`config.mk`:
```
export PLATFORM = sky130hd
export DESIGN_NAME = dtcm_arbiter
export DESIGN_NICKNAME = d
export VERILOG_FILES = /design/src/rtl/dtcm_arbiter_pkg.sv /design/src/rtl/dtcm_arbiter_id_fifo.sv /design/src/rtl/dtcm_arbiter.sv
export SDC_FILE = /design/constraint.sdc
export NUM_CORES = 1
export LEC_CHECK = 0
export BUFFER_PORTS_ARGS = -buffer_cell sky130_fd_sc_hd__clkbuf_2
export CORE_AREA = 2 2 106 108
export DETAILED_ROUTE_END_ITERATION = 12
export DIE_AREA = 0 0 108 110
export GPL_TIMING_DRIVEN = 0
export PLACE_DENSITY = 0.5
export RECOVER_POWER = 50
export SETUP_SLACK_MARGIN = 0.2
export SLEW_MARGIN = 20
export SYNTH_ARGS = -nofsm -noshare
export SYNTH_HDL_FRONTEND = slang
export SYNTH_SLANG_ARGS = --single-unit
```
`constraint.sdc`:
```
create_clock -name clk -period 1.5 [get_ports clk]
set_input_delay 0.225 -clock clk [delete_from_list [all_inputs] [get_ports clk]]
set_output_delay 0.225 -clock clk [all_outputs]
set_load 0.01 [all_outputs]
```
`src/rtl/dtcm_arbiter_pkg.sv`:
```
// Shared types and helpers for the DTCM two-master arbiter.
// Master IDs are 1 bit wide: the LSU is ID_M0 and the secondary master is ID_M1.
package dtcm_arbiter_pkg;

    localparam int ID_W = 1;

    typedef enum logic [ID_W-1:0] {
        ID_M0 = 1'b0,
        ID_M1 = 1'b1
    } mid_e;

    // Round-robin pick: on a tie the master that did not win last time is chosen.
    function automatic mid_e rr_pick(input logic v0, input logic v1, input mid_e last);
        mid_e pick;
        if (v0 && v1) begin
            pick = (last == ID_M0) ? ID_M1 : ID_M0;
        end else if (v1) begin
            pick = ID_M1;
        end else begin
            pick = ID_M0;
        end
        return pick;
    endfunction

endpackage

```
`src/rtl/dtcm_arbiter_id_fifo.sv`:
```
// In-order owner-ID FIFO. Each entry records which master issued an accepted command.
// A push into a full FIFO is dropped even when a pop happens in the same cycle.
module dtcm_arbiter_id_fifo #(
    parameter int WIDTH = 1,
    parameter int DEPTH = 2
) (
    input  logic             clk,
    input  logic             rst_n,
    input  logic             i_push,
    input  logic [WIDTH-1:0] i_din,
    input  logic             i_pop,
    output logic [WIDTH-1:0] o_dout,
    output logic             o_full,
    output logic             o_empty
);

    localparam int PW = (DEPTH > 1) ? $clog2(DEPTH) : 1;
    localparam int CW = $clog2(DEPTH + 1);

    logic [WIDTH-1:0] r_mem [DEPTH];
    logic [PW-1:0]    r_wptr;
    logic [PW-1:0]    r_rptr;
    logic [CW-1:0]    r_count;
    logic             w_push_ok;
    logic             w_pop_ok;

    function automatic logic [PW-1:0] ptr_next(input logic [PW-1:0] p);
        logic [PW-1:0] n;
        if (p == PW'(DEPTH - 1)) begin
            n = {PW{1'b0}};
        end else begin
            n = p + PW'(1);
        end
        return n;
    endfunction

    assign o_full    = (r_count == CW'(DEPTH));
    assign o_empty   = (r_count == {CW{1'b0}});
    assign w_push_ok = i_push & ~o_full;
    assign w_pop_ok  = i_pop & ~o_empty;
    assign o_dout    = r_mem[r_rptr];

    // Storage, pointers and occupancy count.
    always_ff @(posedge clk or negedge rst_n) begin
        if (!rst_n) begin
            for (int i = 0; i < DEPTH; i++) begin
                r_mem[i] <= {WIDTH{1'b0}};
            end
            r_wptr  <= {PW{1'b0}};
            r_rptr  <= {PW{1'b0}};
            r_count <= {CW{1'b0}};
        end else begin
            if (w_push_ok) begin
                r_mem[r_wptr] <= i_din;
                r_wptr        <= ptr_next(r_wptr);
            end
            if (w_pop_ok) begin
                r_rptr <= ptr_next(r_rptr);
            end
            case ({w_push_ok, w_pop_ok})
                2'b10:   r_count <= r_count + CW'(1);
                2'b01:   r_count <= r_count - CW'(1);
                default: r_count <= r_count;
            endcase
        end
    end

endmodule

```
`src/rtl/dtcm_arbiter.sv`:
```
// Two-master round-robin arbiter in front of the single DTCM controller port.
// Commands are granted combinationally; responses return in order to the recorded owner.
module dtcm_arbiter
    import dtcm_arbiter_pkg::*;
#(
    parameter int AW         = 16,
    parameter int DW         = 32,
    parameter int MW         = 4,
    parameter int OUTS_DEPTH = 2
) (
    input  logic          clk,
    input  logic          rst_n,
    input  logic          m0_cmd_valid,
    output logic          m0_cmd_ready,
    input  logic          m0_cmd_read,
    input  logic [AW-1:0] m0_cmd_addr,
    input  logic [DW-1:0] m0_cmd_wdata,
    input  logic [MW-1:0] m0_cmd_wmask,
    output logic          m0_rsp_valid,
    input  logic          m0_rsp_ready,
    output logic [DW-1:0] m0_rsp_rdata,
    input  logic          m1_cmd_valid,
    output logic          m1_cmd_ready,
    input  logic          m1_cmd_read,
    input  logic [AW-1:0] m1_cmd_addr,
    input  logic [DW-1:0] m1_cmd_wdata,
    input  logic [MW-1:0] m1_cmd_wmask,
    output logic          m1_rsp_valid,
    input  logic          m1_rsp_ready,
    output logic [DW-1:0] m1_rsp_rdata,
    output logic          s_cmd_valid,
    input  logic          s_cmd_ready,
    output logic          s_cmd_read,
    output logic [AW-1:0] s_cmd_addr,
    output logic [DW-1:0] s_cmd_wdata,
    output logic [MW-1:0] s_cmd_wmask,
    input  logic          s_rsp_valid,
    output logic          s_rsp_ready,
    input  logic [DW-1:0] s_rsp_rdata,
    output logic          arb_err
);

    mid_e  r_last_grant;
    logic  r_lock;
    mid_e  r_lock_id;
    logic  r_arb_err;

    mid_e  w_gnt;
    logic  w_gnt_valid;
    logic  w_cmd_hs;
    logic  w_fifo_full;
    logic  w_fifo_empty;
    logic  w_fifo_dout;
    mid_e  w_head;
    logic  w_pop;

    // Grant: a stalled command keeps its master until it handshakes.
    always_comb begin
        w_gnt = ID_M0;
        if (r_lock) begin
            w_gnt = r_lock_id;
        end else begin
            w_gnt = rr_pick(m0_cmd_valid, m1_cmd_valid, r_last_grant);
        end
    end

    assign w_gnt_valid  = (w_gnt == ID_M1) ? m1_cmd_valid : m0_cmd_valid;
    assign s_cmd_valid  = w_gnt_valid & ~w_fifo_full;
    assign w_cmd_hs     = s_cmd_valid & s_cmd_ready;
    assign m0_cmd_ready = (w_gnt == ID_M0) & m0_cmd_valid & s_cmd_ready & ~w_fifo_full;
    assign m1_cmd_ready = (w_gnt == ID_M1) & m1_cmd_valid & s_cmd_ready & ~w_fifo_full;

    // Command field mux; m0 fields pass through while idle.
    always_comb begin
        s_cmd_read  = m0_cmd_read;
        s_cmd_addr  = m0_cmd_addr;
        s_cmd_wdata = m0_cmd_wdata;
        s_cmd_wmask = m0_cmd_wmask;
        if (w_gnt == ID_M1) begin
            s_cmd_read  = m1_cmd_read;
            s_cmd_addr  = m1_cmd_addr;
            s_cmd_wdata = m1_cmd_wdata;
            s_cmd_wmask = m1_cmd_wmask;
        end else begin
            s_cmd_read  = m0_cmd_read;
            s_cmd_addr  = m0_cmd_addr;
            s_cmd_wdata = m0_cmd_wdata;
            s_cmd_wmask = m0_cmd_wmask;
        end
    end

    dtcm_arbiter_id_fifo #(
        .WIDTH (ID_W),
        .DEPTH (OUTS_DEPTH)
    ) u_id_fifo (
        .clk     (clk),
        .rst_n   (rst_n),
        .i_push  (w_cmd_hs),
        .i_din   (w_gnt),
        .i_pop   (w_pop),
        .o_dout  (w_fifo_dout),
        .o_full  (w_fifo_full),
        .o_empty (w_fifo_empty)
    );

    assign w_head = mid_e'(w_fifo_dout);

    // Response routing; an orphan response (no owner recorded) is swallowed.
    always_comb begin
        s_rsp_ready = 1'b1;
        if (w_fifo_empty) begin
            s_rsp_ready = 1'b1;
        end else if (w_head == ID_M1) begin
            s_rsp_ready = m1_rsp_ready;
        end else begin
            s_rsp_ready = m0_rsp_ready;
        end
    end

    assign m0_rsp_valid = s_rsp_valid & ~w_fifo_empty & (w_head == ID_M0);
    assign m1_rsp_valid = s_rsp_valid & ~w_fifo_empty & (w_head == ID_M1);
    assign m0_rsp_rdata = s_rsp_rdata;
    assign m1_rsp_rdata = s_rsp_rdata;
    assign w_pop        = s_rsp_valid & s_rsp_ready & ~w_fifo_empty;
    assign arb_err      = r_arb_err;

    // Round-robin history and stall lock.
    always_ff @(posedge clk or negedge rst_n) begin
        if (!rst_n) begin
            r_last_grant <= ID_M1;
            r_lock       <= 1'b0;
            r_lock_id    <= ID_M0;
        end else begin
            if (w_cmd_hs) begin
                r_last_grant <= w_gnt;
                r_lock       <= 1'b0;
            end else if (s_cmd_valid) begin
                r_lock    <= 1'b1;
                r_lock_id <= w_gnt;
            end else if (!w_gnt_valid) begin
                r_lock <= 1'b0;
            end else begin
                r_lock <= r_lock;
            end
        end
    end

    // Sticky error flag for a response arriving with nothing outstanding.
    always_ff @(posedge clk or negedge rst_n) begin
        if (!rst_n) begin
            r_arb_err <= 1'b0;
        end else if (s_rsp_valid && w_fifo_empty) begin
            r_arb_err <= 1'b1;
        end else begin
            r_arb_err <= r_arb_err;
        end
    end

endmodule

```
==> results of run 1 <==
==> metal layers <==
| metal | vias to the layer above | global-route usage [%] | wire [um] |
|---|---|---|---|
| met5 | - | 0 | 0 |
| met4 | 0 | 2.20 | 61 |
| met3 | 6 | 1.29 | 554 |
| met2 | 131 | 15.4 | 3550 |
| met1 | 961 | 11.6 | 2390 |
| li1 | 1066 | - | - |
==> flip-flops by register name, summed over array words and instances, names as in the netlist <==
register / count
u_id_fifo.r_rptr: 1
arb_err: 1
u_id_fifo.r_mem: 2
r_lock_id: 1
u_id_fifo.r_count: 2
u_id_fifo.r_wptr: 1
r_lock: 1
r_last_grant: 1
==> area by class of cell <==
type	instances	area [um2]
fillers	1126	7240
flip-flops and latches	10	254
multi-input cells	97	996
plain buffers	70	566
repair buffers	255	1410
inverters	3	11.3
clock buffers	4	45.0
well taps	140	175
==> worst min path at each step <==
stage                            from  endpoint  slack [ns]  cells past startpoint
after global placement          rst_n   arb_err        0.11                      1
after global routing      s_rsp_valid   arb_err        0.25                      2
final                     s_rsp_valid   arb_err        0.25                      2
after detailed placement        rst_n   arb_err        0.11                      1
after floorplan                 rst_n   arb_err       -0.07                      0
after CTS                 s_rsp_valid   arb_err        0.25                      2
==> logic make-up after synthesis <==
family	after synthesis	share of synthesized area (%)
and+or+nand+nor	23	7.14
muxes	57	38.4
DFF	10	14.8
buffers and inverters	73	32.0
AOI/OAI and AO/OA	11	4.34
xor gates and xnor gates	5	2.58
adders and majority gates	1	0.736
==> cell usage after synthesis (all sizes together), types with 2 or more instances <==
cell	number
a21o	2
a21oi	4
buf	70
dfrtp	9
inv	3
mux2	53
mux2i	4
nand2	5
nor2	7
nor2b	4
o21ai	2
xnor2	3
xor2	2
==> power groups by stage <==
stage	logic [mW]	registers (mW)	clock network, mW
2_1_floorplan	1.83	0.516	0
3_3_place_gp	2.69	0.538	0
3_5_place_dp	2.72	0.549	0
4_1_cts	3.27	0.511	0.296
5_1_grt	3.86	0.541	0.309
6_report	3.59	0.518	0.282
==> what timing repair did <==
action,CTS,global route
buffers inserted,10,6
endpoints found under the hold margin,9,0
pin swaps,7,5
gates cloned,1,0
resized for setup,22,35
hold buffers,1,0
endpoints found under the setup margin,67,67
==> flow_summary.toml, run 1 <==
[run_status]
status = "complete, but fails checks"
violations = "negative setup slack"

[clocking]
clkTransAtPathRegs_ns = 0.05
cts_tree = "done"
clock_latency_ns = 0.23
clock_path_buffers = 2
cts_made_buffers = 3
cts_sinks = 10
root_buffer = "clkbuf_8"
htree_levels = 1

[pwr]
p_int_mw = 2.71
p_per_area_mw_per_mm2 = 1270
total_power_mw = 4.39
ir_worst_vdd_v = 0.000493
combPwrFrac_pct = 81.8
swShare_pct = 38.2
p_clk_share_pct = 6.4
p_switching_mw = 1.68
seqPwrFrac_pct = 11.8
leakage_nw = 1.92

[timing]
hold_viol = 0
skew_ns = 0.00398
hold-worst-slack_ns = 0.253
min_period_over_period_pct = 135
fin_ws_ns = -0.524
worst_slew_pin_slew_ns = 0.553
finalCriticalPeriod_ns = 2.02
slew_headroom_pct = 63.2
setup_viol = 62
slew_viol_final = 0
tns_ns = -27.87
fmax_mhz = 494
rsz0062_at_grt = "true"

[worst_setup_path]
required_ns = 1.27
path_cells = "nand2_2 -> a22oi_2 -> buf_6 -> buf_12 -> buf_12 -> mux2_4 -> buf_6"
cp-start-kind = "flop"
worst_path_max_delay_cell = "dfstp_2"
critPathBufInv = 4
crit_path_start = "r_last_grant"
r2r-start = "r_lock_id"
cp_top_family = "buffers and inverters"
rrSetupSlack_ns = -0.35
worstSetupPathType = "reg -> out"
reg2reg_depth = 11
crit_end = "s_cmd_wdata[15]"
worst-path-stages = 7
reg2reg_to = "u_id_fifo.r_count[1]"
end_kind = "primary output"
arrival_ns = 1.80
crit_fanout = 7
slowest_delay_ns = 0.53

[layout]
n_antenna_cell = 0
drive_gt1_share_pct = 82.9
final_net_count = 587
final_util_pct = 32.3
area.growth.synth_to_final_pct = 103
instances_no_fill = 579
final_cell_mix = "clkbuf_2 (190), buf_4 (71), mux2_2 (43), clkbuf_1 (35), buf_6 (20)"
fin_area_mm2 = 0.00346
layout_commonest_cell = "clkbuf_2"

[floorplanning]
dieArea_mm2 = 0.0119
io_pins = 270
num_rows = 38
start_util_pct = 15.9
design.core.area_mm2 = 0.0107
die_w_um = 108
fp.dieH_um = 110

[global_routing]
grt_overflow_total = 0
antenna_found_initial = 0
grt_max_degree = 11
first_global_vias = 1794
grtUsageTotal_pct = 8.86
grt_pass1_wl_um = 8420

[route]
dr.pass1.iters = 4
post-route-drc-count = 0
wire_per_inst_um = 11.3
ant_nets = 0
drtIter0Drc = 38
num_vias = 2164
wl_um = 6550
via_per_inst = 3.74

[yosys]
synth_edf_count = 0
synthCells = 180
yosys.area.top_type_share_pct = 32.5
yosysUniqueCellTypes = 28
netlist_top_cells_area = "mux2_2 (32%), buf_4 (30%), dfrtp_1 (13%), mux2_4 (3.5%), mux2i_1 (2.4%)"
avgSynthCellArea_um2 = 9.44
synthArstFlopShare_pct = 100
synth_ff_type = "dfrtp_1"
yosysWarnings = 0
yosysTopAreaCell = "mux2_2"
synth.ff_latch_count = 10
yosysSeqAreaShare_pct = 14.8
synth_area_mm2 = 0.00170
synth_nets = 327

[placement]
placed_area_mm2 = 0.00308
dpl.cell_count = 557
place.gp.congestion = 0.707
dp_slack_ns = -0.551
dp_hpwl_um = 5710
portBuffers = 237

[flow_run]
cap_violations = 0

[worst_hold_path]
hp-class = "in -> reg"
(Power assumes the default switching activity.)
==> inputs of run 2 (changes only) <==
--- a/config.mk
+++ b/config.mk
@@ -5,12 +5,16 @@
 export SDC_FILE = /design/constraint.sdc
 export NUM_CORES = 1
 export LEC_CHECK = 0
+export ABC_AREA = 1
 export BUFFER_PORTS_ARGS = -buffer_cell sky130_fd_sc_hd__clkbuf_2
-export CORE_AREA = 2 2 106 108
+export CELL_PAD_IN_SITES_DETAIL_PLACEMENT = 0
+export CELL_PAD_IN_SITES_GLOBAL_PLACEMENT = 1
+export CORE_MARGIN = 2
+export CORE_UTILIZATION = 14
+export CTS_CLUSTER_SIZE = 16
 export DETAILED_ROUTE_END_ITERATION = 12
-export DIE_AREA = 0 0 108 110
 export GPL_TIMING_DRIVEN = 0
-export PLACE_DENSITY = 0.5
+export PLACE_DENSITY = 0.74
 export RECOVER_POWER = 50
 export SETUP_SLACK_MARGIN = 0.2
 export SLEW_MARGIN = 20
==> run 2 against run 1 <==
- the run still ends with negative setup slack left
- clock skew is 0.0034 ns lower
- worst hold slack got worse by 0.046 ns
- wire length is 24% higher
- combinational power up 40%
- critical endpoint is now s_cmd_addr[13]
- largest cell class unchanged
==> flow_summary.toml, run 2 <==
[timing]
worst_slew_pin_slew_ns = 0.581
skew_ns = 0.000629
tns_ns = -13.83
hold_viol = 0
slew_headroom_pct = 61.3
fmax_mhz = 561
rsz0062_at_grt = "true"
min_period_over_period_pct = 119
fin_ws_ns = -0.281
finalCriticalPeriod_ns = 1.78
setup_viol = 58
slew_viol_final = 0
hold-worst-slack_ns = 0.207

[floorplanning]
start_util_pct = 14.4
design.core.area_mm2 = 0.0121
dieArea_mm2 = 0.0134
fp.dieH_um = 116
num_rows = 40
io_pins = 270
die_w_um = 116

[clocking]
root_buffer = "clkbuf_16"
cts_sinks = 10
clock_latency_ns = 0.24
cts_made_buffers = 3
clock_path_buffers = 2
cts_tree = "done"
clkTransAtPathRegs_ns = 0.04
htree_levels = 1

[flow_run]
cap_violations = 0

[route]
num_vias = 2748
ant_nets = 0
drtIter0Drc = 42
wire_per_inst_um = 11.0
wl_um = 8130
post-route-drc-count = 0
via_per_inst = 3.71
dr.pass1.iters = 4

[layout]
drive_gt1_share_pct = 71.5
layout_commonest_cell = "clkbuf_2"
fillers = 1348
final_net_count = 720
final_cell_mix = "clkbuf_2 (167), nand2_1 (92), buf_4 (75), nand2_2 (60), clkbuf_1 (36)"
area.growth.synth_to_final_pct = 135
n_antenna_cell = 0
largestRegisters = "u_id_fifo.r_count (2), u_id_fifo.r_mem (2)"
seq_area_um2 = 253
multi_input_area_mm2 = 0.00133

[pwr]
total_power_mw = 6.02
p_int_mw = 3.25
p_per_area_mw_per_mm2 = 1470
combPwrFrac_pct = 83.1
p_switching_mw = 2.77
p_clk_share_pct = 8.0
seqPwrFrac_pct = 8.8
ir_worst_vdd_v = 0.000958
leakage_nw = 2.45
swShare_pct = 46.0

[yosys]
synthArstFlopShare_pct = 100
synth.ff_latch_count = 10
synth_most_common_cell = "nand2_1"
yosysTopAreaCell = "nand2_1"
yosys.area.top_type_share_pct = 38.6
yosysUniqueCellTypes = 26
synthCells = 311
synth_ff_type = "dfrtp_1"
netlist_top_cells_area = "nand2_1 (39%), buf_4 (27%), dfrtp_1 (13%), inv_1 (2.8%), buf_6 (2.6%)"
synth_area_mm2 = 0.00175
synth_nets = 458
yosysWarnings = 0
avgSynthCellArea_um2 = 5.62
netlist_top_cells_count = "nand2_1 (180), buf_4 (64), inv_1 (13), dfrtp_1 (9), buf_2 (7)"
synth_edf_count = 0
yosysSeqAreaShare_pct = 14.4

[global_routing]
grt_overflow_total = 0
first_global_vias = 2424
antenna_found_initial = 0
grtUsageTotal_pct = 9.99
grt_pass1_wl_um = 10800
grt_max_degree = 11

[placement]
portBuffers = 237
place.gp.congestion = 0.757
dp_hpwl_um = 6690

[worst_setup_path]
cp-start-kind = "flop"
required_ns = 1.27
arrival_ns = 1.56
end_kind = "primary output"
worstSetupPathType = "reg -> out"
crit_fanout = 7

[worst_hold_path]
hp-class = "in -> reg"

[run_status]
violations = "negative setup slack"
status = "complete, but fails checks"
[run 2: layout make-up]
type	instances	share of cell area, %
flip-flops and latches	10	6.15
inverters	15	1.67
clock buffers	4	1.92
multi-input cells	211	32.3
repair buffers	257	36.9
plain buffers	75	16.0
well taps	168	5.11
[run 2: what timing repair did]
| item | 4_1_cts | 5_1_grt |
|---|---|---|
| cloned | 1 | 2 |
| setup buffers | 11 | 5 |
| setup endpoints to repair | 61 | 67 |
| pin swaps | 14 | 8 |
| gates resized for setup | 68 | 86 |
| hold buffers | 1 | 0 |
| hold endpoints to repair | 9 | 0 |
[run 2: kinds of logic after synthesis]
group	synth area share, %
buffers and inverters	35.4
XOR/XNOR	1.50
AND/OR/NAND/NOR	46.3
flip-flops	14.4
AO/OA/AOI/OAI	1.72
adder cells (fa/ha/maj)	0.715
[run 2: power by group through the flow]
stage	clock network (mW)	registers, mW	logic (mW)
finish	0.483	0.532	5.01
global route	0.499	0.548	5.46
CTS	0.493	0.519	4.38
detailed placement	0	0.505	3.56
global placement	0	0.499	3.52
floorplan	0	0.481	2.32
[run 2: metal layers]
| metal | GRT usage (%) | vias to the layer above | routed length, um |
|---|---|---|---|
| met3 | 0.994 | 5 | 543 |
| met1 | 11.2 | 1219 | 3000 |
| met4 | 1.98 | 0 | 52 |
| li1 | - | 1395 | - |
| met2 | 20.2 | 129 | 4540 |
| met5 | 0 | - | 0 |
[run 2: worst max-delay path, stage by stage (launching register included)]
cell and delay, ns:
dfstp_2 0.53, nand2_2 0.06, nand3_4 0.09, nand2_8 0.09
buf_12 0.17, clkbuf_16 0.17, nand2_2 0.06, nand2_2 0.04
buf_6 0.11
[run 2: per-stage QoR]
| step | worst slack (ns) | util, % | area, um2 | cells |
|---|---|---|---|---|
| 2_1_floorplan | -0.0787 | - | 1960 | 311 |
| 3_3_place_gp | -0.183 | 27.7 | 3360 | 716 |
| 3_5_place_dp | -0.197 | 27.7 | 3360 | 716 |
| 4_1_cts | -0.290 | 31.5 | 3820 | 733 |
| 5_1_grt | -0.338 | 33.9 | 4110 | 740 |
| 6_report | -0.281 | 33.9 | 4110 | 740 |
[run 2: worst paths after layout]
check,from,slack (ns),end,cells after the start
worst max-delay path,r_last_grant,-0.28,s_cmd_addr[13],8
worst min-delay path,s_rsp_valid,0.21,arb_err,2
worst max register to register,r_last_grant,-0.24,u_id_fifo.r_count[1],10
worst min register to register,arb_err,0.45,arb_err,1
max in group asynchronous,rst_n,0.59,u_id_fifo.r_count[0],2
min in group asynchronous,rst_n,0.49,r_lock,2
==> inputs of run 3 (changes only) <==
--- a/config.mk
+++ b/config.mk
@@ -10,7 +10,7 @@
 export CELL_PAD_IN_SITES_DETAIL_PLACEMENT = 0
 export CELL_PAD_IN_SITES_GLOBAL_PLACEMENT = 1
 export CORE_MARGIN = 2
-export CORE_UTILIZATION = 14
+export CORE_UTILIZATION = 15
 export CTS_CLUSTER_SIZE = 16
 export DETAILED_ROUTE_END_ITERATION = 12
 export GPL_TIMING_DRIVEN = 0
@@ -20,4 +20,5 @@
 export SLEW_MARGIN = 20
 export SYNTH_ARGS = -nofsm -noshare
 export SYNTH_HDL_FRONTEND = slang
+export SYNTH_HIERARCHICAL = 1
 export SYNTH_SLANG_ARGS = --single-unit
==> run 3 against run 2 <==
- the flow still finishes with violations (negative setup slack)
- non-clock buffer count fell by 1
- sequential power fell by 7.5%
- critical path depth did not move
- clock skew rose by 0.0034 ns
- cell count rose by 1.4%
- combinational power fell by 31%
- global-route usage fell by 0.51 points
- clock-buffer cell count did not move
- flip-flop and latch count did not move
- clock power rose by 13%
- worst hold slack improved by 0.058 ns
- critical path type unchanged
==> flow_summary.toml, run 3 <==
[run_status]
status = "complete, but fails checks"
violations = "negative setup slack"

[yosys]
netlist_top_cells_count = "nand2_1 (133), buf_4 (67), nand3_1 (58), inv_1 (15)"
yosys.area.top_type_share_pct = 26.6
yosysWarnings = 6
synth_edf_count = 0
yosysTopAreaCell = "buf_4"
yosysSeqAreaShare_pct = 13.3
avgSynthCellArea_um2 = 5.82
synth_area_mm2 = 0.00189
synthArstFlopShare_pct = 100
synth_most_common_cell = "nand2_1"
synthCells = 325
yosysUniqueCellTypes = 22
synth_nets = 472
synth.ff_latch_count = 10
synth_ff_type = "dfrtp_1"
netlist_top_cells_area = "buf_4 (27%), nand2_1 (26%), nand3_1 (15%), dfrtp_1 (12%), buf_6 (3.6%)"

[timing]
skew_ns = 0.00400
slew_viol_final = 0
hold_viol = 0
finalCriticalPeriod_ns = 1.79
tns_ns = -15.11
fin_ws_ns = -0.291
worst_slew_pin_slew_ns = 0.270
setup_viol = 62
fmax_mhz = 558
rsz0062_at_grt = "true"
slew_headroom_pct = 82.0
hold-worst-slack_ns = 0.265
min_period_over_period_pct = 119

[route]
ant_nets = 0
dr.pass1.iters = 5
wl_um = 7540
drtIter0Drc = 32
via_per_inst = 3.80
num_vias = 2853
wire_per_inst_um = 10.1
post-route-drc-count = 0

[pwr]
p_per_area_mw_per_mm2 = 1220
ir_worst_vdd_v = 0.000693
total_power_mw = 4.48
leakage_nw = 2.21

[layout]
n_antenna_cell = 0
layout_commonest_cell = "clkbuf_2"
drive_gt1_share_pct = 60.7
final_util_pct = 29.4
largestRegisters = "u_id_fifo/r_count (2), u_id_fifo/r_mem (2)"
final_net_count = 726
area.growth.synth_to_final_pct = 94.0
final_cell_mix = "clkbuf_2 (190), nand2_1 (102), buf_4 (76), nand3_1 (55), clkbuf_1 (41)"
fin_area_mm2 = 0.00367

[worst_setup_path]
path_cells = "nand2_2 -> nand3_4 -> nand2_2 -> buf_12 -> buf_8 -> nand2_1 -> nand2_1 -> clkbuf_2"
end_kind = "primary output"
required_ns = 1.27
crit_fanout = 10
worstSetupPathType = "reg -> out"
slowest_delay_ns = 0.53
cp-start-kind = "flop"
arrival_ns = 1.57
worst_path_max_delay_cell = "dfstp_2"

[global_routing]
first_global_vias = 2373
grt_overflow_total = 0
grt_pass1_wl_um = 10400
grt_max_degree = 12
grtUsageTotal_pct = 9.49
antenna_found_initial = 0

[flow_run]
cap_violations = 0

[clocking]
htree_levels = 1
cts_made_buffers = 3
cts_tree = "done"
clock_latency_ns = 0.24
root_buffer = "clkbuf_16"
cts_sinks = 10
clkTransAtPathRegs_ns = 0.04
clock_path_buffers = 2

[floorplanning]
start_util_pct = 15.2
die_w_um = 116
num_rows = 41
io_pins = 270
dieArea_mm2 = 0.0135
fp.dieH_um = 116
design.core.area_mm2 = 0.0125

[placement]
place.gp.congestion = 0.693
portBuffers = 237
placed_area_mm2 = 0.00338
dp_hpwl_um = 6350

[worst_hold_path]
hp-class = "in -> reg"
## run 3: cell families after synthesis
family / Yosys count / synth area share (%)
AND/OR/NAND/NOR: 210 / 48.2
buffers and inverters: 99 / 35.9
flip-flops: 10 / 13.3
AO/OA/AOI/OAI: 3 / 0.926
XOR/XNOR: 1 / 0.463
multiplexers: 1 / 0.529
adder cells (fa/ha/maj): 1 / 0.661
## run 3: layer usage
| layer | track usage, % | vias up | routed length, um |
|---|---|---|---|
| met5 | 0 | - | 0 |
| met4 | 2.22 | 0 | 41 |
| met3 | 0.778 | 6 | 640 |
| met2 | 18.3 | 150 | 3930 |
| met1 | 11.3 | 1230 | 2930 |
| li1 | - | 1467 | - |
## run 3: path summary, 6_finish.rpt
path                                    from                   end  slack, ns  cells after the start
worst min register to register       arb_err               arb_err       0.46                      1
worst max register to register  r_last_grant  u_id_fifo/r_count[1]      -0.25                     12
max in group asynchronous              rst_n          r_last_grant       0.85                      2
worst min-delay path             s_rsp_valid               arb_err       0.26                      2
min in group asynchronous              rst_n                r_lock       0.38                      2
worst max-delay path            r_last_grant       s_cmd_wdata[16]      -0.29                      8
## run 3: timing repair
| action | CTS | global route |
|---|---|---|
| gates resized for setup | 26 | 30 |
| hold endpoints to repair | 9 | 0 |
| endpoints found under the setup margin | 64 | 67 |
| pin swaps | 11 | 8 |
| hold buffers | 1 | 0 |
| buffers inserted | 7 | 4 |
## run 3: where the power goes
part | switching (mW) | total (mW) | internal (mW)
clock | 0.143 | 0.546 | 0.403
sequential | 0.0990 | 0.492 | 0.393
combinational | 1.87 | 3.44 | 1.57
total | 2.12 | 4.48 | 2.36
## run 3: area by class of cell
class | count | area (um2)
repair buffers | 249 | 1250
clock buffers | 4 | 88.8
well taps | 172 | 215
multi-input cells | 216 | 1120
flip-flops and latches | 10 | 251
inverters | 17 | 66.3
plain buffers | 82 | 679
fillers | 1408 | 8800
## run 3: through the flow
stage	std cells	setup slack [ns]
6_report	750	-0.291
5_1_grt	750	-0.368
4_1_cts	746	-0.298
3_5_place_dp	734	-0.394
3_3_place_gp	734	-0.370
2_1_floorplan	325	-0.204
## run 3: critical path: cells and delay by family, from the launching register on
kind          cells  cell delay (ns)
simple gates      5             0.35
buf+inv           3             0.44
flops             1             0.53
